$ cat src/rtl/lm_event_queue_pkg.sv
// ---------------------------------------------------------------------------
// lm_event_queue_pkg
// Shared LM parameters for the LED event queue and its storage.
//   WIDTH_LEDS : width of one LED pattern entry
//   LM_DEPTH   : default number of queued patterns
//   LM_DWELL   : default number of clock cycles each pattern is shown
//   lm_state_e : pacing FSM states (IDLE = nothing to show, SHOW = head shown)
// ---------------------------------------------------------------------------
package lm_event_queue_pkg;

  localparam int          WIDTH_LEDS = 8;
  localparam int          LM_DEPTH   = 8;
  localparam int unsigned LM_DWELL   = 25_000_000;

  typedef enum logic {
    ST_IDLE = 1'b0,
    ST_SHOW = 1'b1
  } lm_state_e;

endpackage

$ cat src/rtl/lm_fifo_mem.sv
// ---------------------------------------------------------------------------
// lm_fifo_mem
// DEPTH x WIDTH register array backing the LED event queue.
// One synchronous write port, one asynchronous read port.
//   clk      : write clock
//   wr_en    : write strobe
//   wr_addr  : write address
//   wr_data  : data to store
//   rd_addr  : read address
//   rd_data  : combinational read of mem[rd_addr]
// ---------------------------------------------------------------------------
module lm_fifo_mem
  import lm_event_queue_pkg::*;
#(
  parameter int WIDTH = WIDTH_LEDS,
  parameter int DEPTH = LM_DEPTH,
  localparam int AW   = $clog2(DEPTH)
) (
  input  logic             clk,
  input  logic             wr_en,
  input  logic [AW-1:0]    wr_addr,
  input  logic [WIDTH-1:0] wr_data,
  input  logic [AW-1:0]    rd_addr,
  output logic [WIDTH-1:0] rd_data
);

  logic [WIDTH-1:0] mem [DEPTH];

  // The array is not reset: the queue logic never exposes an entry that
  // has not been written since the last reset.
  always_ff @(posedge clk) begin
    if (wr_en) begin
      mem[wr_addr] <= wr_data;
    end
  end

  assign rd_data = mem[rd_addr];

endmodule

$ cat src/rtl/lm_event_queue.sv
// ---------------------------------------------------------------------------
// lm_event_queue
// Three-source LED pattern queue with paced read-out. Error, data and
// actualization sources offer patterns with valid/ready handshakes; at most
// one is accepted per cycle (err > dat > act). The head entry is presented
// on rd_data for DWELL cycles and then popped.
//   clk, rst_n            : clock, asynchronous active-low reset
//   err_valid / err_data  : error pattern offer
//   dat_valid / dat_data  : data pattern offer
//   act_valid / act_data  : actualization pattern offer
//   err_ready / dat_ready / act_ready : offer accepted this cycle
//   rd_data               : head entry (0 when empty)
//   fifo_empty            : queue holds no entries
//   count                 : current occupancy
// ---------------------------------------------------------------------------
module lm_event_queue
  import lm_event_queue_pkg::*;
#(
  parameter int          WIDTH = WIDTH_LEDS,
  parameter int          DEPTH = LM_DEPTH,
  parameter int unsigned DWELL = LM_DWELL
) (
  input  logic                   clk,
  input  logic                   rst_n,
  input  logic                   err_valid,
  input  logic [WIDTH-1:0]       err_data,
  input  logic                   dat_valid,
  input  logic [WIDTH-1:0]       dat_data,
  input  logic                   act_valid,
  input  logic [WIDTH-1:0]       act_data,
  output logic                   err_ready,
  output logic                   dat_ready,
  output logic                   act_ready,
  output logic [WIDTH-1:0]       rd_data,
  output logic                   fifo_empty,
  output logic [$clog2(DEPTH):0] count
);

  localparam int          AW         = $clog2(DEPTH);
  localparam int          CW         = AW + 1;
  localparam logic [31:0] DWELL_LAST = 32'(DWELL - 1);

  lm_state_e        state;
  logic [31:0]      dwell_cnt;
  logic [AW-1:0]    wr_ptr;
  logic [AW-1:0]    rd_ptr;
  logic [CW-1:0]    count_q;
  logic [CW-1:0]    count_next;
  logic             pop;
  logic             full;
  logic             can_push;
  logic             push;
  logic [WIDTH-1:0] push_data;
  logic [WIDTH-1:0] mem_rd;

  // The pop decision comes from registered state only, so a full queue can
  // still accept in the same cycle it releases its head without any path
  // from the data inputs to the readies. Readies are held low in reset.
  assign pop      = (state == ST_SHOW) && (dwell_cnt == DWELL_LAST);
  assign full     = (count_q == CW'(DEPTH));
  assign can_push = rst_n && (!full || pop);

  // Fixed-priority grant: only the winning source sees ready.
  always_comb begin
    err_ready = can_push && err_valid;
    dat_ready = can_push && dat_valid && !err_valid;
    act_ready = can_push && act_valid && !err_valid && !dat_valid;
  end

  assign push = err_ready || dat_ready || act_ready;

  always_comb begin
    push_data = act_data;
    if (err_valid) begin
      push_data = err_data;
    end else if (dat_valid) begin
      push_data = dat_data;
    end
  end

  always_comb begin
    count_next = count_q;
    if (push && !pop) begin
      count_next = count_q + CW'(1);
    end else if (pop && !push) begin
      count_next = count_q - CW'(1);
    end
  end

  // Pointers wrap naturally since DEPTH is a power of two.
  always_ff @(posedge clk or negedge rst_n) begin
    if (!rst_n) begin
      wr_ptr  <= '0;
      rd_ptr  <= '0;
      count_q <= '0;
    end else begin
      if (push) begin
        wr_ptr <= wr_ptr + AW'(1);
      end
      if (pop) begin
        rd_ptr <= rd_ptr + AW'(1);
      end
      count_q <= count_next;
    end
  end

  // Pacing FSM. A push while IDLE only starts the display; it cannot be
  // popped in the same cycle. After each pop the counter restarts so the
  // next head gets a full dwell.
  always_ff @(posedge clk or negedge rst_n) begin
    if (!rst_n) begin
      state     <= ST_IDLE;
      dwell_cnt <= '0;
    end else begin
      case (state)
        ST_IDLE: begin
          dwell_cnt <= '0;
          if (push) begin
            state <= ST_SHOW;
          end
        end
        ST_SHOW: begin
          if (pop) begin
            dwell_cnt <= '0;
            if (count_next == '0) begin
              state <= ST_IDLE;
            end
          end else begin
            dwell_cnt <= dwell_cnt + 32'd1;
          end
        end
        default: begin
          state     <= ST_IDLE;
          dwell_cnt <= '0;
        end
      endcase
    end
  end

  lm_fifo_mem #(
    .WIDTH (WIDTH),
    .DEPTH (DEPTH)
  ) u_mem (
    .clk     (clk),
    .wr_en   (push),
    .wr_addr (wr_ptr),
    .wr_data (push_data),
    .rd_addr (rd_ptr),
    .rd_data (mem_rd)
  );

  assign fifo_empty = (count_q == '0);
  assign rd_data    = fifo_empty ? '0 : mem_rd;
  assign count      = count_q;

endmodule

$ cat config.mk
export PLATFORM = sky130hd
export DESIGN_NAME = lm_event_queue
export DESIGN_NICKNAME = d
export VERILOG_FILES = /design/src/rtl/lm_event_queue_pkg.sv /design/src/rtl/lm_fifo_mem.sv /design/src/rtl/lm_event_queue.sv
export SDC_FILE = /design/constraint.sdc
export NUM_CORES = 1
export LEC_CHECK = 0
export BUFFER_PORTS_ARGS = -buffer_cell sky130_fd_sc_hd__buf_2
export CAP_MARGIN = 10
export CORE_ASPECT_RATIO = 1.1
export CORE_MARGIN = 2
export CORE_UTILIZATION = 53
export CTS_CLUSTER_SIZE = 16
export DETAILED_ROUTE_END_ITERATION = 6
export GPL_TIMING_DRIVEN = 1
export PLACE_DENSITY_LB_ADDON = 0.12
export SLEW_MARGIN = 20
export SYNTH_ARGS = -nofsm -noshare
export SYNTH_HDL_FRONTEND = slang
export SYNTH_SLANG_ARGS = --single-unit
$ cat constraint.sdc
create_clock -name clk -period 3 [get_ports clk]
set_input_delay 0.15 -clock clk [delete_from_list [all_inputs] [get_ports clk]]
set_output_delay 0.15 -clock clk [all_outputs]
set_load 0.05 [all_outputs]
==> reports/qor.csv, run 1 <==
stage;metric;value;unit
global_routing;grt_first_pass_wirelength;15.8;mm
placed_design;hpwlAfterDp;6.47;mm
setup_path;path_cells;ha_1 -> and2_1 -> nand4_2 -> nor4_4 -> buf_4 -> o21ai_1 -> nor4b_2 -> buf_2;
clock_tree;clk-insertion-delay-late;0.37;ns
setup_path;crit_path_end;act_ready;
sta;min_period;2.72;ns
synth;yosysSeqAreaShare;59.9;%
setup_path;path_class;flip-flop to output port;
sta;maxSlewViolCount;0;
setup_path;worstReg2RegEnd;u_mem.mem[0][3];
cells_and_area;diodes;0;
power;p_sw;1.26;mW
sta;fmaxAchievable;0.368;GHz
sta;worst_slack;0.283;ns
sta;fin_crit_sh;90.6;%
power;p_seq_share;52.7;%
global_routing;antenna_found_initial;0;
setup_path;crit_path_start_kind;flip-flop;
sta;rsz0062_at_grt;false;
setup_path;cp.depth;8;
routing;vias;3121;
setup_path;ff2ff_path_depth;9;
power;max-vdd-ir-drop;0.394;mV
sta;setup_violations;0;
power;swShare;34.2;%
setup_path;crit_start;dwell_cnt[0];
routing;viasPerCell;5.54;
die;start_util;54.0;%
power;clkPwrFrac;22.8;%
synth;yosys_warnings;0;
worst_hold_path;min_path_type;input pin to asynchronous set/reset pin;
run_status;status;complete, no violations;
sta;maxSlewHeadroom;39.3;%
cells_and_area;final_common_cell;edfxtp_1;
setup_path;reg2reg_from;dwell_cnt[0];
die;core_area;9260;um2
synth;synth-edff-count;64;
placed_design;place_ws;0.385;ns
clock_tree;cts_tree;yes;
setup_path;critPathMaxStageDelay;0.42;ns
placed_design;io_buffer_count;44;
routing;ant_nets;0;
synth;synth-xor-area-share;5.95;%
die;dieArea;10200;um2
die;die_w;96.6;um
routing;post_drt_wl_per_cell;16.8;um
sta;hold_viol;0;
routing;routed_wl;9.46;mm
cells_and_area;final_cell_mix;edfxtp_1, nor2_1, buf_2;
synth;synth.avg_cell_area;12.9;um2
synth;ys.flop_type;edfxtp_1;
synth;synth_top_family_by_area;simple AND/OR/NAND/NOR gates;
routing;drtIter0Drc;130;
synth;synth_compound_gate_area_share;3.85;%
sta;finalClockSkew;0.0144;ns
sta;worst_pin_slew;0.901;ns
synth;synth_mux_area_share;11.5;%
cells_and_area;finalNetCount;476;
clock_tree;post_cts_resized;0;
clock_tree;clk_pin_slew;0.11;ns
clock_tree;clock-sinks;107;
synth;async_flop_share;40.2;%
global_routing;grt_usage;19.5;%
synth;syn-cell-area;5000;um2
global_routing;grt_overflow;0;
clock_tree;cts-buffers-inserted;9;
setup_path;setup.worst_path.end_class;output port;
power;p_leak;2.13;nW
synth;syn_inst;389;
global_routing;grt_pass1_vias;3115;
synth;syn_nets;424;
cells_and_area;drive_above_1_share;22.6;%
die;ios;45;
synth;synth_fa_ha_area_share;1.50;%
setup_path;crit_slowest_cell;dfrtp_1;
clock_tree;cts_root_buf;clkbuf_8;
setup_path;crit_buf_inv;2;
setup_path;critical_path_arrival;2.57;ns
power;power_frac_comb;24.5;%
die;fp-row-count;37;
synth;yosysUniqueCellTypes;45;
power;p_per_area;658;nW/um2
setup_path;reg2reg_slack;0.58;ns
clock_tree;htreeDepth;3;
power;power.internal;2.43;mW
setup_path;cp.required;2.85;ns
global_routing;grt_start_max_net_pins;36;
routing;dr.pass1.iters;5;
routing;drc;0;
synth;synthSimpleGateAreaFrac;14.5;%
cells_and_area;syn_to_final_growth;12.2;%
placed_design;gp_congestion;0.790;
setup_path;path_delay_family;simple AND/OR/NAND/NOR gates;
sta;tns;0;ns
die;die_h;106;um
setup_path;critical_path_peak_fanout;5;
run;drv_cap;0;
power;power.total;3.69;mW
clock_tree;cts_buffer_depth;2;
synth;ys_seq_elements;107;
-- stage by stage --
stage / instance area, um2 / cells / hold WS [ns] / utilization, %
after floorplan: 5020 / 389 / -0.146 / -
after global placement: 5390 / 543 / 0.0344 / 58.2
after detailed placement: 5390 / 543 / 0.0394 / 58.2
after CTS: 5590 / 560 / 0.162 / 60.4
after global routing: 5610 / 563 / 0.183 / 60.6
final: 5610 / 563 / 0.175 / 60.6
-- worst min path at each step --
stage               start        end  slack [ns]  cells after the start
finish              rst_n  rd_ptr[1]        0.18                      2
detailed placement  rst_n   count[2]        0.04                      1
CTS                 rst_n  rd_ptr[1]        0.16                      2
global placement    rst_n   count[2]        0.03                      1
floorplan           rst_n   count[0]       -0.15                      0
global route        rst_n  wr_ptr[2]        0.18                      2
-- layout make-up --
cell class                 count  area [um2]
fill                         765        3650
sequential                   107        3000
multi-input combinational    250        1880
timing repair buffer          61         350
tap                          117         146
clock buffer                   9         124
clock inverter                 7        68.8
inverter                      12        45.0
-- cells by family (layout without fill, tap and decap cells) --
kind of cell             Yosys count  after routing
buffers and inverters             32             89
AND/OR/NAND/NOR                  144            144
AO/OA/AOI/OAI                     29             29
XOR/XNOR                          34             34
multiplexers                      37             37
flip-flops                       107            107
adder cells (fa/ha/maj)            6              6
-- power groups by stage --
stage	clock [mW]	sequential, mW	combinational, mW
6_report	0.840	1.95	0.905
3_5_place_dp	0	1.98	0.916
2_1_floorplan	0	2.03	0.586
3_3_place_gp	0	1.96	0.897
5_1_grt	0.921	1.97	0.994
4_1_cts	0.870	1.94	0.919
-- state kept, by name, summed over array words and instances, names as in the netlist --
register   cells
count          4
state          1
wr_ptr         3
rd_ptr         3
u_mem.mem     64
dwell_cnt     32
-- synthesized netlist by cell type (all sizes together), types with 3 or more instances --
| cell | number | area (um2) |
|---|---|---|
| nand2 | 25 | 93.8 |
| ha | 6 | 75.1 |
| buf | 10 | 60.1 |
| and2 | 4 | 25.0 |
| o21ai | 12 | 60.1 |
| nand3 | 9 | 45.0 |
| nand2b | 3 | 18.8 |
| xor2 | 7 | 61.3 |
| nor3 | 14 | 70.1 |
| xnor2 | 27 | 236 |
| mux2i | 19 | 190 |
| edfxtp | 64 | 1920 |
| mux4 | 16 | 360 |
| nor2 | 50 | 188 |
| nor4 | 14 | 103 |
| and4 | 4 | 35.0 |
| nand4 | 13 | 87.6 |
| clkbuf | 10 | 37.5 |
| a21oi | 5 | 28.8 |
| inv | 12 | 45.0 |
| dfrtp | 43 | 1080 |
-- per-layer routing --
metal / vias to the layer above / global-route usage, % / routed length, um
met5: - / 0 / 0
met4: 0 / 6.94 / 95
met3: 9 / 3.22 / 222
met2: 38 / 32.5 / 4800
met1: 1547 / 26.3 / 4340
li1: 1527 / - / -
-- what timing repair did --
| action | in CTS | in global routing |
|---|---|---|
| setup buffers | 0 | 3 |
| setup endpoints to repair | 1 | 1 |
| hold buffers | 1 | 0 |
| endpoints found under the hold margin | 8 | 0 |
| pin swaps | 1 | 1 |
Note: power is estimated with default switching activity, not from simulation.
==> run 2, diff against run 1 <==
CORE_UTILIZATION = 54   (was 53)
SYNTH_HIERARCHICAL = 1   (was not set)
==> run 2 against run 1 <==
Routed wire length up 0.29%. Critical path depth down 1. First-iteration DRC count down 42%. Final cell count down 2.3%. Largest cell class unchanged. Design area up 1.5%. Flip-flop and latch count unchanged. Via count down 2.9%. Worst setup slack better by 0.051 ns. Clock power up 4.5%. Sequential share of layout area down 0.77 points. Hold slack better by 0.17 ns.
==> reports/qor.csv, run 2 <==
stage;metric;value;unit;change
routing;dr.pass1.iters;4;;-1
setup_path;crit_path_start_kind;flip-flop;;
sta;hold_ws;0.349;ns;+0.173 ns
setup_path;crit_path_end;act_ready;;
synth;synth-edff-count;64;;unchanged
global_routing;grt_overflow;0;;unchanged
routing;viasPerCell;5.51;;-0.59%
synth;synth.avg_cell_area;13.7;um2;+6.2%
power;clkPwrFrac;23.4;%;+0.6 points
routing;post_drt_wl_per_cell;17.2;um;+2.7%
synth;synth_fa_ha_area_share;1.48;%;-0.019 points
power;p_leak;2.29;nW;+7.4%
cells_and_area;top_register;u_mem/mem;;
worst_hold_path;min_path_type;input pin to flip-flop;;
routing;drc;0;;unchanged
clock_tree;clock-sinks;107;;unchanged
global_routing;grt_start_max_net_pins;46;;+28%
clock_tree;hold_buffers;1;;unchanged
clock_tree;cts_setup_buffers;0;;unchanged
cells_and_area;drive_above_1_share;22.9;%;+0.22 points
synth;yosysSeqAreaShare;59.2;%;-0.74 points
global_routing;antenna_found_initial;0;;unchanged
run_status;status;complete, no violations;;
die;fp-row-count;37;;unchanged
synth;syn_nets;406;;-4.2%
sta;tns;0;ns;unchanged
synth;synth_common_cells;edfxtp_1, dfrtp_1, nor2_1, nand2_1, xor2_1;;
synth;synth_mux_area_share;12.0;%;+0.57 points
synth;yosysUniqueCellTypes;46;;+2.2%
synth;syn_inst;371;;-4.6%
synth;synth-xor-area-share;6.57;%;+0.62 points
synth;ys_seq_elements;107;;unchanged
routing;routed_wl;9.48;mm;+0.29%
die;dieArea;10200;um2;-0.60%
routing;drtIter0Drc;75;;-42%
clock_tree;clk-insertion-delay-late;0.38;ns;about the same
routing;vias;3031;;-2.9%
cells_and_area;diodes;0;;unchanged
global_routing;grt_usage;20.4;%;+0.87 points
global_routing;grt_pass1_vias;3028;;-2.8%
sta;rsz0062_at_grt;false;;
cells_and_area;final_common_cell;edfxtp_1;;
setup_path;setup.worst_path.end_class;output port;;
sta;maxSlewViolCount;0;;unchanged
die;ios;45;;unchanged
setup_path;cp.required;2.85;ns;about the same
setup_path;reg2reg_from;dwell_cnt[8];;
die;die_h;106;um;-0.30%
synth;yosys_warnings;6;;+6
die;die_w;96.4;um;-0.30%
sta;hold_viol;0;;unchanged
clock_tree;post_cts_resized;0;;unchanged
power;power.internal;2.47;mW;+1.7%
synth;synth_compound_gate_area_share;3.19;%;-0.66 points
cells_and_area;final_cell_mix;edfxtp_1, buf_2, nor2_1, dfrtp_1;;
synth;synthDominantCellAreaShare;37.9;%;-0.47 points
setup_path;reg2reg_slack;0.66;ns;+0.08 ns
cells_and_area;largest_register_ffs;64;;unchanged
setup_path;ff2ff_path_depth;8;;-1
power;max-vdd-ir-drop;0.319;mV;-19%
synth;ys.flop_type;edfxtp_1;;
synth;yosysMostFrequentCell;edfxtp_1;;
cells_and_area;finalNetCount;463;;-2.7%
routing;ant_nets;0;;unchanged
synth;synth.area.top_cells;edfxtp_1, dfrtp_1, mux4_1;;
power;p_seq_share;52.1;%;-0.6 points
setup_path;worstReg2RegEnd;u_mem/mem[1][2];;
power;swShare;34.2;%;-0.038 points
sta;fmaxAchievable;0.375;GHz;+1.9%
power;p_sw;1.28;mW;+1.6%
sta;setup_violations;0;;unchanged
synth;synth_top_family_by_area;simple AND/OR/NAND/NOR gates;;
power;power_frac_comb;24.5;%;about the same
cells_and_area;utilization;61.5;%;+0.89 points
sta;worst_pin_slew;0.914;ns;+0.0130 ns
synth;synth_top_area_cell;edfxtp_1;;
synth;syn-cell-area;5070;um2;+1.3%
run;drv_cap;0;;unchanged
global_routing;grt_first_pass_wirelength;15.4;mm;-2.8%
placed_design;io_buffer_count;44;;unchanged
setup_path;critical_path_arrival;2.52;ns;-0.05 ns
clock_tree;clk_pin_slew;0.11;ns;about the same
setup_path;path_class;flip-flop to output port;;
clock_tree;cts_buffer_depth;2;;unchanged
sta;fin_crit_sh;88.9;%;-1.7 points
placed_design;hpwlAfterDp;6.54;mm;+1.1%
sta;finalClockSkew;0.00845;ns;-0.00592 ns
clock_tree;cts_tree;yes;;
sta;min_period;2.67;ns;-0.0514 ns
die;start_util;54.7;%;+0.68 points
setup_path;critical_path_peak_fanout;10;;+5
cells_and_area;syn_to_final_growth;12.4;%;
synth;async_flop_share;40.2;%;unchanged
clock_tree;cts_root_buf;clkbuf_8;;
synth;synthSimpleGateAreaFrac;15.1;%;+0.66 points
power;p_per_area;659;nW/um2;+0.20%
setup_path;crit_start;dwell_cnt[8];;
sta;maxSlewHeadroom;38.4;%;-0.88 points
die;core_area;9260;um2;unchanged
clock_tree;htreeDepth;3;;unchanged
placed_design;gp_congestion;0.846;;+7.1%
clock_tree;cts-buffers-inserted;9;;unchanged
-- run 2: cell types whose count changed in the layout (fill, tap and decap cells not counted), sizes merged, moves of 5 or more --
cell / before / now
mux2i: 19 / 8
nor2: 50 / 43
and3: 1 / 6
nor2b: 1 / 9
mux2: 2 / 10
nand3: 9 / 16
xor2: 7 / 22
xnor2: 27 / 16
nor4: 14 / 6
-- run 2: how the worst min path moves through the flow --
| stage | startpoint | end | slack, ns | cells after the start |
|---|---|---|---|---|
| floorplan | rst_n | count[0] | -0.15 | 0 |
| global placement | rst_n | count[3] | 0.28 | 2 |
| detailed placement | rst_n | rd_ptr[0] | 0.29 | 2 |
| CTS | err_data[6] | u_mem/mem[0][6] | 0.33 | 3 |
| global route | err_data[7] | u_mem/mem[6][7] | 0.38 | 3 |
| finish | err_data[7] | u_mem/mem[6][7] | 0.35 | 3 |
-- run 2: worst max-delay path: stages, from the launching register on --
cell and delay (ns):
dfrtp_1 0.43, nor4_1 0.32, nand3_1 0.28, nor3_2 0.24, buf_4 0.22, o21ai_2 0.10, nor4b_2 0.25, buf_2 0.29
-- run 2: layout make-up --
class,count,area [um2]
sequential,107,3000
timing repair buffer,60,343
tap,117,146
clock buffer,10,138
fill,749,3560
multi-input combinational,240,1960
inverter,10,37.5
clock inverter,6,67.6
-- run 2: metal layers --
| layer | track usage [%] | share of wire, % | vias up |
|---|---|---|---|
| met5 | 0 | 0 | - |
| met4 | 6.94 | 1.5 | 0 |
| met3 | 3.00 | 2.6 | 11 |
| met2 | 34.5 | 53 | 46 |
| met1 | 26.8 | 43 | 1491 |
| li1 | - | - | 1483 |
-- run 2: power by group through the flow --
stage | sequential [mW] | combinational [mW] | clock [mW]
after global routing | 1.99 | 1.01 | 0.952
after global placement | 1.98 | 0.912 | 0
after CTS | 1.96 | 0.930 | 0.902
final | 1.95 | 0.919 | 0.878
after floorplan | 2.04 | 0.582 | 0
after detailed placement | 1.99 | 0.926 | 0
-- run 2: stage by stage --
| stage | setup slack (ns) | power (mW) | instances | instance area (um2) |
|---|---|---|---|---|
| 2_1_floorplan | 0.331 | 2.62 | 371 | 5070 |
| 3_3_place_gp | 0.661 | 2.89 | 533 | 5480 |
| 3_5_place_dp | 0.649 | 2.92 | 533 | 5480 |
| 4_1_cts | 0.289 | 3.79 | 550 | 5690 |
| 5_1_grt | 0.0869 | 3.95 | 550 | 5690 |
| 6_report | 0.334 | 3.75 | 550 | 5690 |
-- run 2: cell families after synthesis --
group	after synthesis
AND/OR/NAND/NOR	139
flip-flops	107
XOR/XNOR	38
multiplexers	34
buffers and inverters	24
AO/OA/AOI/OAI	23
adder cells (fa/ha/maj)	6
==> run 3, diff against run 2 <==
CELL_PAD_IN_SITES_DETAIL_PLACEMENT = 0   (was not set)
CELL_PAD_IN_SITES_GLOBAL_PLACEMENT = 1   (was not set)
CORE_UTILIZATION = 44   (was 54)
==> run 3 against run 2 <==
Power grew 7.1%. Clock power increased by 30%. Highest routed layer unchanged. Register-to-register slack barely moved. Hold slack got worse by 0.093 ns. Design area up 2.9%. Via count increased by 1.4%.
==> reports/qor.csv, run 3 (synthesized netlist as in run 2, its figures left out) <==
stage;metric;value;unit;change
sta;fmaxAchievable;0.400;GHz;+6.6%
cells_and_area;utilization;51.7;%;-9.8 points
cells_and_area;drive_above_1_share;23.6;%;+0.71 points
die;start_util;44.7;%;-10 points
setup_path;critical_path_arrival;2.35;ns;-0.17 ns
die;dieArea;12400;um2;+22%
power;max-vdd-ir-drop;0.288;mV;-9.8%
setup_path;path_class;flip-flop to output port;;
cells_and_area;multi_input_area;1960;um2;unchanged
global_routing;grt_start_max_net_pins;37;;-20%
run_status;status;complete, no violations;;
global_routing;grt_overflow;0;;unchanged
sta;worst_pin_slew;0.921;ns;+0.00739 ns
sta;rsz0062_at_grt;false;;
die;die_w;106;um;+10%
power;p_sw;1.31;mW;+2.5%
sta;maxSlewHeadroom;37.9;%;-0.50 points
power;p_per_area;686;nW/um2;+4.1%
setup_path;cp.required;2.85;ns;about the same
clock_tree;cts-buffers-inserted;9;;unchanged
global_routing;grt_usage;18.0;%;-2.4 points
setup_path;ff2ff_path_depth;8;;unchanged
die;die_h;117;um;+10%
routing;drc;0;;unchanged
clock_tree;hold_buffers;1;;unchanged
global_routing;antenna_found_initial;0;;unchanged
cells_and_area;diodes;0;;unchanged
placed_design;gp_congestion;0.733;;-13%
cells_and_area;final_common_cell;edfxtp_1;;
power;power_frac_comb;22.8;%;-1.7 points
routing;post_drt_wl_per_cell;17.5;um;+1.7%
sta;finalClockSkew;0.00853;ns;+0.0000821 ns
clock_tree;clk_pin_slew;0.08;ns;-0.03 ns
die;ios;45;;unchanged
power;power.internal;2.71;mW;+9.5%
die;core_area;11300;um2;+22%
cells_and_area;fin_area;5860;um2;+2.9%
sta;min_period;2.50;ns;-0.164 ns
global_routing;grt_pass1_vias;3126;;+3.2%
clock_tree;cts_tree;yes;;
cells_and_area;top_register;u_mem/mem;;
global_routing;grt_first_pass_wirelength;16.7;mm;+8.6%
cells_and_area;nFillCells;1012;;+35%
clock_tree;post_cts_resized;0;;unchanged
routing;routed_wl;10.3;mm;+8.5%
cells_and_area;largest_register_ffs;64;;unchanged
routing;dr.pass1.iters;4;;unchanged
clock_tree;cts_setup_buffers;0;;unchanged
power;p_seq_share;48.9;%;-3.2 points
power;p_leak;2.35;nW;+2.7%
setup_path;critical_path_peak_fanout;4;;-6
setup_path;critPathMaxStageDelay;0.42;ns;about the same
die;fp-row-count;41;;+11%
run;drv_cap;0;;unchanged
cells_and_area;syn_to_final_growth;15.7;%;
placed_design;io_buffer_count;44;;unchanged
routing;ant_nets;0;;unchanged
clock_tree;htreeDepth;3;;unchanged
sta;fin_crit_sh;83.4;%;-5.5 points
clock_tree;cts_buffer_depth;2;;unchanged
routing;viasPerCell;5.24;;-5.0%
sta;hold_ws;0.255;ns;-0.0933 ns
clock_tree;clk-insertion-delay-late;0.34;ns;-0.04 ns
sta;maxSlewViolCount;0;;unchanged
setup_path;crit_slowest_cell;dfrtp_1;;
sta;setup_violations;0;;unchanged
cells_and_area;regArea;3000;um2;unchanged
sta;hold_viol;0;;unchanged
clock_tree;cts_root_buf;clkbuf_16;;
worst_hold_path;min_path_type;input pin to asynchronous set/reset pin;;
routing;vias;3073;;+1.4%
setup_path;setup.worst_path.end_class;output port;;
setup_path;path_cells;nor4_1 -> nand3_1 -> nor3_2 -> o21ai_2 -> nor4b_2 -> buf_2;;
placed_design;placed_area;5560;um2;+1.5%
cells_and_area;final_cell_mix;edfxtp_1, buf_2, nor2_1, dfrtp_1;;
power;clkPwrFrac;28.3;%;+4.9 points
cells_and_area;finalNetCount;467;;+0.86%
routing;drtIter0Drc;216;;+190%
power;swShare;32.7;%;-1.5 points
clock_tree;clock-sinks;107;;unchanged
placed_design;hpwlAfterDp;7.20;mm;+10%
sta;tns;0;ns;unchanged
setup_path;crit_path_start_kind;flip-flop;;
## run 3: cell types whose count changed in the layout (fill, tap and decap cells not counted)
cell / previous run / this run
buf_4: 15 / 18
clkbuf_8: 10 / 0
clkinv_8: 2 / 0
clkbuf_16: 0 / 9
inv_8: 0 / 2
clkinv_2: 0 / 1
buf_12: 0 / 1
## run 3: final timing paths
check / from / slack (ns) / to
min reg2reg: rd_ptr[0] / 0.47 / rd_ptr[0]
min: rst_n / 0.26 / dwell_cnt[25]
max in group asynchronous: rst_n / 1.96 / dwell_cnt[11]
max: dwell_cnt[8] / 0.50 / act_ready
min in group clk: err_data[5] / 0.26 / u_mem/mem[2][5]
max reg2reg: dwell_cnt[8] / 0.66 / u_mem/mem[0][5]
## run 3: area by class of cell
type / count / area share [%]
Sequential cell: 107 / 51.2
Tap cell: 150 / 3.20
Timing Repair Buffer: 64 / 6.58
Multi-Input combinational cell: 240 / 33.5
Inverter: 10 / 0.640
Clock inverter: 7 / 1.07
Clock buffer: 9 / 3.84
## run 3: layer usage
| metal | GRT usage [%] | part of all wire [%] | vias to the layer above |
|---|---|---|---|
| met5 | 0 | 0 | - |
| met4 | 6.84 | 0.74 | 0 |
| met3 | 1.90 | 4.1 | 9 |
| met2 | 33.8 | 55 | 70 |
| met1 | 21.4 | 40 | 1499 |
| li1 | - | - | 1495 |
## run 3: metrics by stage
step | instances | setup slack (ns) | total power [mW]
2_1_floorplan | 371 | 0.331 | 2.62
4_1_cts | 587 | 0.445 | 4.08
5_1_grt | 587 | 0.354 | 4.24
3_3_place_gp | 570 | 0.676 | 2.91
6_report | 587 | 0.498 | 4.02
3_5_place_dp | 570 | 0.631 | 2.93
## run 3: power groups by stage
stage	combinational [mW]	sequential, mW	clock [mW]
floorplan	0.582	2.04	0
global placement	0.919	1.99	0
detailed placement	0.928	2.00	0
CTS	0.934	1.97	1.18
global route	1.01	2.00	1.23
finish	0.916	1.97	1.14
## run 3: critical path: cells and delay by family, from the launching register on
kind	cells	cell delay [ns]
flip-flops	1	0.42
AND/OR/NAND/NOR	4	1.14
AO/OA/AOI/OAI	1	0.14
buffers and inverters	1	0.30
